**config.mk**
```make
export PLATFORM = sky130hd
export DESIGN_NAME = rt_jtag_tap_sampled
export DESIGN_NICKNAME = d
export VERILOG_FILES = /design/src/rtl/rt_jtag_pkg.sv /design/src/rtl/rt_jtag_sync_edge.sv /design/src/rtl/rt_jtag_tap_sampled.sv
export SDC_FILE = /design/constraint.sdc
export NUM_CORES = 1
export LEC_CHECK = 0
export CORE_MARGIN = 5
export CORE_UTILIZATION = 53
export CTS_CLUSTER_SIZE = 30
export DETAILED_ROUTE_END_ITERATION = 12
export PLACE_DENSITY_LB_ADDON = 0.05
export SYNTH_ARGS = -nofsm -noshare
export SYNTH_HDL_FRONTEND = slang
export SYNTH_HIERARCHICAL = 1
export SYNTH_SLANG_ARGS = --single-unit
```
**constraint.sdc**
```tcl
create_clock -name clk_i -period 2.3 [get_ports clk_i]
set_input_delay 0.46 -clock clk_i [delete_from_list [all_inputs] [get_ports clk_i]]
set_output_delay 0.46 -clock clk_i [all_outputs]
set_load 0.01 [all_outputs]
```
**src/rtl/rt_jtag_pkg.sv**
```systemverilog
// Shared TAP state encoding, opcodes and the IEEE 1149.1 next-state rule.
package rt_jtag_pkg;

   typedef enum logic [3:0] {
      EXIT2_DR = 4'h0,
      EXIT1_DR = 4'h1,
      SHIFT_DR = 4'h2,
      PAUSE_DR = 4'h3,
      SEL_IR   = 4'h4,
      UPD_DR   = 4'h5,
      CAP_DR   = 4'h6,
      SEL_DR   = 4'h7,
      EXIT2_IR = 4'h8,
      EXIT1_IR = 4'h9,
      SHIFT_IR = 4'hA,
      PAUSE_IR = 4'hB,
      RTI      = 4'hC,
      UPD_IR   = 4'hD,
      CAP_IR   = 4'hE,
      TLR      = 4'hF
   } tap_state_e;

   localparam logic [4:0] IR_IDCODE    = 5'h01;
   localparam logic [4:0] IR_USER      = 5'h10;
   localparam logic [4:0] IR_BYPASS    = 5'h1F;
   localparam logic [4:0] IrCaptureVal = 5'b00001;

   // TMS-driven transition of the 16-state TAP controller
   function automatic tap_state_e tap_next(input tap_state_e s, input logic tms);
      case (s)
         TLR:      return tms ? TLR      : RTI;
         RTI:      return tms ? SEL_DR   : RTI;
         SEL_DR:   return tms ? SEL_IR   : CAP_DR;
         CAP_DR:   return tms ? EXIT1_DR : SHIFT_DR;
         SHIFT_DR: return tms ? EXIT1_DR : SHIFT_DR;
         EXIT1_DR: return tms ? UPD_DR   : PAUSE_DR;
         PAUSE_DR: return tms ? EXIT2_DR : PAUSE_DR;
         EXIT2_DR: return tms ? UPD_DR   : SHIFT_DR;
         UPD_DR:   return tms ? SEL_DR   : RTI;
         SEL_IR:   return tms ? TLR      : CAP_IR;
         CAP_IR:   return tms ? EXIT1_IR : SHIFT_IR;
         SHIFT_IR: return tms ? EXIT1_IR : SHIFT_IR;
         EXIT1_IR: return tms ? UPD_IR   : PAUSE_IR;
         PAUSE_IR: return tms ? EXIT2_IR : PAUSE_IR;
         EXIT2_IR: return tms ? UPD_IR   : SHIFT_IR;
         UPD_IR:   return tms ? SEL_DR   : RTI;
         default:  return TLR;
      endcase
   endfunction

endpackage

```
**src/rtl/rt_jtag_sync_edge.sv**
```systemverilog
// Synchroniser for the JTAG pins; edge_i additionally yields registered rise/fall strobes.
module rt_jtag_sync_edge #(
   parameter int unsigned      Width      = 1,
   parameter int unsigned      SyncStages = 2,
   parameter logic [Width-1:0] ResetVal   = '0
) (
   input  logic             clk_i,
   input  logic             rst_i,
   input  logic             edge_i,
   input  logic [Width-1:0] level_i,
   output logic             rise_o,
   output logic             fall_o,
   output logic [Width-1:0] level_o
);

   localparam int unsigned ChainWidth = Width + 1;

   logic [ChainWidth-1:0] sync_q [SyncStages];
   logic                  edge_prev_q;
   logic                  edge_s;

   assign edge_s  = sync_q[SyncStages-1][0];
   assign level_o = sync_q[SyncStages-1][ChainWidth-1:1];

   always_ff @(posedge clk_i) begin
      if (rst_i) begin
         for (int unsigned i = 0; i < SyncStages; i++) begin
            sync_q[i] <= {ResetVal, 1'b0};
         end
         edge_prev_q <= 1'b0;
         rise_o      <= 1'b0;
         fall_o      <= 1'b0;
      end else begin
         sync_q[0] <= {level_i, edge_i};
         for (int unsigned i = 1; i < SyncStages; i++) begin
            sync_q[i] <= sync_q[i-1];
         end
         edge_prev_q <= edge_s;
         rise_o      <= edge_s & ~edge_prev_q;
         fall_o      <= ~edge_s & edge_prev_q;
      end
   end

endmodule

```
**src/rtl/rt_jtag_tap_sampled.sv**
```systemverilog
// JTAG TAP responder on an oversampled TCK: IDCODE, BYPASS and a USER DR
// with a parallel read/write port into the fabric.
module rt_jtag_tap_sampled
   import rt_jtag_pkg::*;
#(
   parameter int unsigned IrLength    = 5,
   parameter logic [31:0] IdCode      = 32'h1000_0DB3,
   parameter int unsigned UserDrWidth = 32,
   parameter int unsigned SyncStages  = 2
) (
   input  logic                   clk_i,
   input  logic                   rst_i,
   input  logic                   jtag_tck_i,
   input  logic                   jtag_tms_i,
   input  logic                   jtag_trst_ni,
   input  logic                   jtag_td_i,
   output logic                   jtag_td_o,
   output logic                   jtag_td_oe_o,
   input  logic [UserDrWidth-1:0] user_rdata_i,
   output logic [UserDrWidth-1:0] user_wdata_o,
   output logic                   user_wvalid_o,
   output logic [3:0]             tap_state_o
);

   localparam int unsigned         IdWidth   = 32;
   localparam logic [IrLength-1:0] OpIdcode  = IrLength'(IR_IDCODE);
   localparam logic [IrLength-1:0] OpUser    = IrLength'(IR_USER);
   localparam logic [IrLength-1:0] OpCapture = IrLength'(IrCaptureVal);

   logic                   tck_rise, tck_fall;
   logic [2:0]             pin_lvl;
   logic                   tms_s, tdi_s, trst_ns;
   tap_state_e             state_q, state_nxt;
   logic [IrLength-1:0]    ir_q, ir_shift_q;
   logic [IdWidth-1:0]     id_shift_q;
   logic [UserDrWidth-1:0] user_shift_q;
   logic                   bypass_q;
   logic                   sel_id, sel_user, dr_lsb;

   rt_jtag_sync_edge #(
      .Width      (3),
      .SyncStages (SyncStages),
      .ResetVal   (3'b100)
   ) u_sync (
      .clk_i   (clk_i),
      .rst_i   (rst_i),
      .edge_i  (jtag_tck_i),
      .level_i ({jtag_trst_ni, jtag_td_i, jtag_tms_i}),
      .rise_o  (tck_rise),
      .fall_o  (tck_fall),
      .level_o (pin_lvl)
   );

   assign tms_s   = pin_lvl[0];
   assign tdi_s   = pin_lvl[1];
   assign trst_ns = pin_lvl[2];

   // Unknown opcodes fall through to BYPASS
   assign sel_id      = (ir_q == OpIdcode);
   assign sel_user    = (ir_q == OpUser);
   assign dr_lsb      = sel_user ? user_shift_q[0] : (sel_id ? id_shift_q[0] : bypass_q);
   assign state_nxt   = tap_next(state_q, tms_s);
   assign tap_state_o = state_q;

   always_ff @(posedge clk_i) begin
      if (rst_i) begin
         state_q       <= TLR;
         ir_q          <= OpIdcode;
         ir_shift_q    <= '0;
         id_shift_q    <= '0;
         user_shift_q  <= '0;
         bypass_q      <= 1'b0;
         jtag_td_o     <= 1'b0;
         jtag_td_oe_o  <= 1'b0;
         user_wdata_o  <= '0;
         user_wvalid_o <= 1'b0;
      end else if (!trst_ns) begin
         // TRST outranks a coincident tck_rise: no shift, update or pulse
         state_q       <= TLR;
         ir_q          <= OpIdcode;
         jtag_td_o     <= 1'b0;
         jtag_td_oe_o  <= 1'b0;
         user_wvalid_o <= 1'b0;
      end else begin
         user_wvalid_o <= 1'b0;
         if (tck_rise) begin
            case (state_q)
               CAP_IR:   ir_shift_q <= OpCapture;
               SHIFT_IR: ir_shift_q <= {tdi_s, ir_shift_q[IrLength-1:1]};
               UPD_IR:   ir_q       <= ir_shift_q;
               CAP_DR: begin
                  if (sel_user)    user_shift_q <= user_rdata_i;
                  else if (sel_id) id_shift_q   <= IdCode;
                  else             bypass_q     <= 1'b0;
               end
               SHIFT_DR: begin
                  if (sel_user)    user_shift_q <= {tdi_s, user_shift_q[UserDrWidth-1:1]};
                  else if (sel_id) id_shift_q   <= {tdi_s, id_shift_q[IdWidth-1:1]};
                  else             bypass_q     <= tdi_s;
               end
               UPD_DR: begin
                  if (sel_user) begin
                     user_wdata_o  <= user_shift_q;
                     user_wvalid_o <= 1'b1;
                  end
               end
               default: ;
            endcase
            state_q <= state_nxt;
            if (state_nxt == TLR) ir_q <= OpIdcode;
         end
         if (tck_fall) begin
            jtag_td_oe_o <= (state_q == SHIFT_IR) || (state_q == SHIFT_DR);
            case (state_q)
               SHIFT_IR: jtag_td_o <= ir_shift_q[0];
               SHIFT_DR: jtag_td_o <= dr_lsb;
               default:  jtag_td_o <= 1'b0;
            endcase
         end
      end
   end

endmodule

```
==> results of run 1 <==
cells in the mapped netlist:
library cell | number | area [µm²]
a31oi_1 | 2 | 12.5
a311o_1 | 1 | 10.0
nor4b_1 | 1 | 8.76
nand4bb_1 | 1 | 11.3
and2_1 | 1 | 6.26
or2_1 | 2 | 12.5
nor3b_1 | 3 | 22.5
mux2i_1 | 2 | 20.0
nor3_1 | 23 | 115
buf_2 | 15 | 75.1
buf_4 | 3 | 22.5
a311oi_1 | 32 | 280
nor2b_1 | 11 | 68.8
a2bb2oi_1 | 1 | 8.76
o21bai_1 | 1 | 7.51
or3_1 | 2 | 12.5
o22ai_1 | 1 | 6.26
clkbuf_1 | 28 | 105
nand2b_1 | 6 | 37.5
nor4_4 | 1 | 21.3
a32oi_1 | 1 | 8.76
nor2_1 | 46 | 173
inv_1 | 3 | 11.3
a21o_1 | 2 | 15.0
nor4_2 | 2 | 25.0
o21ai_0 | 10 | 50.1
a21oi_1 | 67 | 335
or2_2 | 1 | 6.26
buf_1 | 3 | 11.3
o31ai_1 | 1 | 7.51
a21boi_0 | 1 | 7.51
nand2_1 | 169 | 634
or3b_2 | 4 | 35.0
nand4b_2 | 1 | 15.0
dfxtp_1 | 125 | 2500
or4_1 | 2 | 15.0
nand3_1 | 26 | 130
buf_6 | 4 | 45.0
logic make-up (layout without fill, tap and decap cells):
group                  Yosys count  in the layout  share of synthesized area
and+or+nand+nor                302            302                      0.276
DFF                            125            125                      0.512
AOI/OAI and AO/OA              120            120                      0.153
buffers and inverters           56            126                     0.0552
muxes                            2              2                    0.00409
worst min-delay path by stage:
stage                                     end  slack (ps)  cells past startpoint
final                         user_wdata_o[9]         330                      2
after detailed placement  u_sync/sync_q[0][7]         390                      1
after CTS                     user_wdata_o[9]         310                      2
after global placement    u_sync/sync_q[0][7]         390                      1
after floorplan           u_sync/sync_q[0][7]         380                      1
after global routing          user_wdata_o[2]         330                      2
power by group:
| group | switching (mW) | internal (mW) |
|---|---|---|
| sequential | 0.00923 | 2.18 |
| combinational | 0.0648 | 0.0766 |
| clock | 1.00 | 1.78 |
sequential cells by signal, summed over array words and instances, names as in the netlist:
name,flops
ir_shift_q,5
tap_state_o,4
u_sync/edge_prev_q,1
id_shift_q,32
bypass_q,1
jtag_td_oe_o,1
user_shift_q,32
u_sync/fall_o,1
jtag_td_o,1
user_wvalid_o,1
user_wdata_o,32
u_sync/rise_o,1
u_sync/sync_q,8
ir_q,5
routing by layer:
layer / part of all wire / track usage / wire length [µm] / up-vias
li1: - / - / - / 2171
met4: 0.012 / 0.0712 / 136 / 0
met5: 0 / 0 / 0 / -
met2: 0.48 / 0.340 / 5290 / 102
met3: 0.049 / 0.0510 / 539 / 15
met1: 0.46 / 0.255 / 5010 / 1977
area by class of cell:
| type | instances | area, µm² |
|---|---|---|
| Inverter | 3 | 11.3 |
| Multi-Input combinational cell | 424 | 2140 |
| Fill cell | 767 | 2790 |
| Clock buffer | 18 | 418 |
| Tap cell | 111 | 139 |
| Timing Repair Buffer | 91 | 908 |
| Sequential cell | 125 | 2500 |
| Clock inverter | 14 | 205 |
through the flow:
stage | hold WS [ps] | cell area (µm²) | cells | power (mW)
final | 332 | 6320 | 786 | 5.11
after global routing | 328 | 6320 | 786 | 5.29
after CTS | 312 | 6320 | 786 | 5.15
after detailed placement | 388 | 5700 | 754 | 2.37
after global placement | 386 | 5700 | 754 | 2.37
after floorplan | 383 | 4890 | 605 | 2.29
==> flow_metrics.tcl, run 1 <==
set metrics [dict create \
    clock-root-buffer "clkbuf_8" \
    post-place-ws_ps 257 \
    worst-r2r-cell-count 5 \
    crit_cells 1 \
    htree_levels 4 \
    synth_cell_types 38 \
    hold_viol_final 0 \
    path_buf_inv 1 \
    drc 0 \
    num_rows 35 \
    synth-seq-cells 125 \
    r2r-start "tap_state_o[2]" \
    cts-buffers-inserted 17 \
    r2r-end "user_wdata_o[1]" \
    final_cell_mix "nand2_1 (169), dfxtp_1 (125), clkdlybuf4s50_1 (75)" \
    area_growth_pct 29.2 \
    max-clock-path-buffers 2 \
    grt_pass1_vias 4051 \
    cts.reportedPaths.clkPinSlew_ps 60 \
    max_stage_delay_ps 630 \
    mostFrequentLayoutCell "nand2_1" \
    cts_hold_buf 0 \
    drive_above_1_share 0.0844 \
    totalWireLength_um 11000 \
    cts.sinks 125 \
    ctsResizeCount 0 \
    crit_chain "clkdlybuf4s50_1" \
    relSlewSlack 0.657 \
    netlist_area_mm2 0.00489 \
    initial_utilization 0.537 \
    synth_cells 605 \
    status "complete, no violations" \
    fin_crit_ps 2220 \
    worstMarginPinSlew_ps 510 \
    worst-path-max-fanout 15 \
    dp_hpwl_um 7060 \
    fmax_ghz 0.450 \
    ios 77 \
    antenna_found_initial 0 \
    wl_per_cell_um 14.0 \
    crit_path_end "tap_state_o[2]" \
    nets 700 \
    drv_cap 0 \
    avgSynthCellArea_um2 8.09 \
    crit_start "tap_state_o[2]" \
    finalCritPeriodShare 0.966 \
    grt_pass1_wl_um 18900 \
    die_h_um 106 \
    grtUsageTotal 0.203 \
    fin_util 0.694 \
    grt_overflow 0 \
    cts_setup_buffers 0 \
    crit_family "buffers and inverters" \
    rsz0062_at_grt "false" \
    cp.arrival_ps 1760 \
    r2r_slack_ps 260 \
    cp-start-kind "register" \
    die-width_um 106 \
    crit_type "reg -> out" \
    skew_ps 6.73 \
    p_leak_nw 2.12 \
    vias 4265 \
    synth_seq_area_share 0.512 \
    finalSetupTns_ps 0 \
    ir_drop_v 0.000641 \
    crit_path_end_kind "output port" \
    required_ps 1840 \
    hp-class "in -> reg" \
    ant_nets 0 \
    final-max-slew-violation-count 0 \
    diodes 0 \
    numPortBuffers 76 \
    holdCritStartpoint "rst_i" \
    yosys_warnings 6 \
    cts_tree "done" \
    syn-num-nets 643 \
    firstDrtPassIters 5 \
    slowest_stage "clkdlybuf4s50_1" \
    die_area_mm2 0.0113 \
    setup_viol 0 \
    fin_ws_ps 79.0 \
    p_per_area_mw_per_mm2 808 \
    grt_max_degree 93 \
    drtIter0Drc 322 \
    core_mm2 0.00911 \
    globalplace.congestion 0.805 \
    insertion_delay_ps 510 \
    viasPerCell 5.43 \
]
Note: power is estimated with default switching activity, not from simulation.
==> run 2, diff against run 1 <==
--- a/config.mk
+++ b/config.mk
@@ -5,11 +5,13 @@
 export SDC_FILE = /design/constraint.sdc
 export NUM_CORES = 1
 export LEC_CHECK = 0
+export ABC_AREA = 1
 export CORE_MARGIN = 5
-export CORE_UTILIZATION = 53
+export CORE_UTILIZATION = 54
 export CTS_CLUSTER_SIZE = 30
 export DETAILED_ROUTE_END_ITERATION = 12
 export PLACE_DENSITY_LB_ADDON = 0.05
+export REMOVE_ABC_BUFFERS = 1
 export SYNTH_ARGS = -nofsm -noshare
 export SYNTH_HDL_FRONTEND = slang
 export SYNTH_HIERARCHICAL = 1
==> run 2 against run 1 <==
Compared with the run above: synthesized area rose by 5.9%; utilization rose by 1.5 points; fmax up 1.3%; worst setup slack improved by 28 ps; largest power group unchanged; highest routed layer unchanged.
==> flow_metrics.tcl, run 2 <==
set metrics [dict create \
    status "complete, no violations" \
    synth_mux_area_frac 0 \
    setup_viol 0 \
    ant_nets 0 \
    netlist.area_leader.share 0.483 \
    relSlewSlack 0.585 \
    crit_type "reg -> out" \
    synth-adder-area-share 0 \
    crit_family "buffers and inverters" \
    top_usage_layer "met2" \
    synth_top_area_cell "dfxtp_1" \
    path_buf_inv 1 \
    synth_seq_area_share 0.483 \
    fin_crit_ps 2190 \
    synth-seq-cells 125 \
    met3_usage 0.0567 \
    drtIter0Drc 314 \
    insertion_delay_ps 510 \
    fmax_ghz 0.456 \
    yosys.cell_count.top_type "dfxtp_1" \
    slowest_stage "clkdlybuf4s50_1" \
    avgSynthCellArea_um2 7.96 \
    grt_max_degree 74 \
    totalWireLength_um 10900 \
    cts-buffers-inserted 17 \
    worstMarginPinSlew_ps 623 \
    die_h_um 108 \
    cts_tree "done" \
    grt_pass1_wl_um 19000 \
    grtUsageTotal 0.200 \
    crit_chain "clkdlybuf4s50_1" \
    firstDrtPassIters 5 \
    drc 0 \
    die-width_um 108 \
    final-max-slew-violation-count 0 \
    power_mw 5.04 \
    clock-root-buffer "clkbuf_8" \
    antenna_found_initial 0 \
    numPortBuffers 76 \
    cp.arrival_ps 1730 \
    num_rows 35 \
    cts_hold_buf 0 \
    cp-start-kind "register" \
    synth-xor-area-share 0 \
    ir_drop_v 0.000619 \
    cts.reportedPaths.clkPinSlew_ps 60 \
    dp_hpwl_um 6930 \
    core_mm2 0.00928 \
    ys_top_cells_by_area "dfxtp_1 (48%), a211oi_1 (11%), nor2_1 (7.1%)" \
    ys.flop_type "dfxtp_1" \
    crit_start "tap_state_o[3]" \
    yosys_warnings 6 \
    synth_cell_types 26 \
    final_cell_mix "dfxtp_1 (125), nor2_1 (98), inv_1 (89)" \
    p_leak_nw 2.31 \
    die_area_mm2 0.0116 \
    viasPerCell 5.20 \
    holdCritStartpoint "rst_i" \
    layout.cells.non_filler 849 \
    max-clock-path-buffers 2 \
    synth-simple-area-share 0.162 \
    use_met1 0.238 \
    async_flop_share 0 \
    fin_area_mm2 0.00658 \
    htree_levels 4 \
    crit_path_end_kind "output port" \
    synth_compound_area_frac 0.245 \
    cts.sinks 125 \
    drive_above_1_share 0.0972 \
    dp.cells 818 \
    p_per_area_mw_per_mm2 765 \
    grt_pass1_vias 4301 \
    vias 4414 \
    ctsResizeCount 0 \
    finalCritPeriodShare 0.954 \
    hp-class "in -> reg" \
    rsz0062_at_grt "false" \
    hold_viol_final 0 \
    ys_top_cells_by_count "dfxtp_1 (125), nor2_1 (98), inv_1 (89), a211oi_1 (78), nand2_1 (78)" \
    grt_overflow 0 \
    diodes 0 \
    fill_cells 762 \
    synth_cells 651 \
    globalplace.congestion 0.839 \
    wl_per_cell_um 12.8 \
    ios 77 \
    grtUsageMet2 0.344 \
    worst-path-max-fanout 9 \
    synth_top_family_by_area "compound AO/OA/AOI/OAI gates" \
    mostFrequentLayoutCell "dfxtp_1" \
    reg.largest.list "id_shift_q (32), user_shift_q (32), user_wdata_o (32)" \
    skew_ps 11.8 \
    initial_utilization 0.558 \
    required_ps 1840 \
    max_stage_delay_ps 640 \
    netlist_area_mm2 0.00518 \
    drv_cap 0 \
    synth-edff-count 0 \
    r2r-start "tap_state_o[3]" \
    area_growth_pct 27.1 \
    postPlaceCellArea_mm2 0.00598 \
    nets 746 \
    cts_setup_buffers 0 \
]
[run 2: per-stage QoR]
stage / setup WS (ps) / util / hold WS [ps] / setup TNS (ps)
after global placement: 539 / 0.644 / 388 / 0
after detailed placement: 426 / 0.644 / 398 / 0
after floorplan: -798 / - / 383 / -54110
final: 106 / 0.709 / 264 / 0
after CTS: 69.8 / 0.709 / 237 / 0
after global routing: 23.9 / 0.709 / 251 / 0
[run 2: final cells by class]
cell class | instances | area (µm²) | share of cell area
repair buffers | 85 | 861 | 0.131
multi-input cells | 387 | 2110 | 0.321
inverters | 92 | 345 | 0.0525
clock inverters | 10 | 139 | 0.0211
well taps | 129 | 161 | 0.0245
clock buffers | 21 | 459 | 0.0698
flip-flops and latches | 125 | 2500 | 0.380
[run 2: logic make-up after synthesis]
kind of cell | count (synthesis)
AND/OR/NAND/NOR | 202
flip-flops | 125
buffers and inverters | 139
AO/OA/AOI/OAI | 185
[run 2: power breakdown]
part	switching, mW	internal, mW	total, mW
sequential	0.00905	2.18	2.19
clock	0.928	1.73	2.66
combinational	0.103	0.0923	0.195
[run 2: final timing paths]
check	cells past startpoint	endpoint	slack, ps
setup / recovery	1	tap_state_o[3]	110
hold / removal	2	u_sync/sync_q[0][1]	260
setup reg to reg	13	ir_q[0]	410
hold reg to reg	2	u_sync/sync_q[0][4]	410
[run 2: routing by layer]
metal  vias up  wire length [µm]
met2       105              5460
met3        15               482
met1      2022              4790
met4         0               133
met5         -                 0
li1       2272                 -
==> run 3, diff against run 2 <==
--- a/config.mk
+++ b/config.mk
@@ -6,6 +6,7 @@
 export NUM_CORES = 1
 export LEC_CHECK = 0
 export ABC_AREA = 1
+export ABC_CLOCK_PERIOD_IN_PS = 2300
 export CORE_MARGIN = 5
 export CORE_UTILIZATION = 54
 export CTS_CLUSTER_SIZE = 30
==> results of run 3 <==
No change in the layout: final DEF, timing and power equal those of run 2.
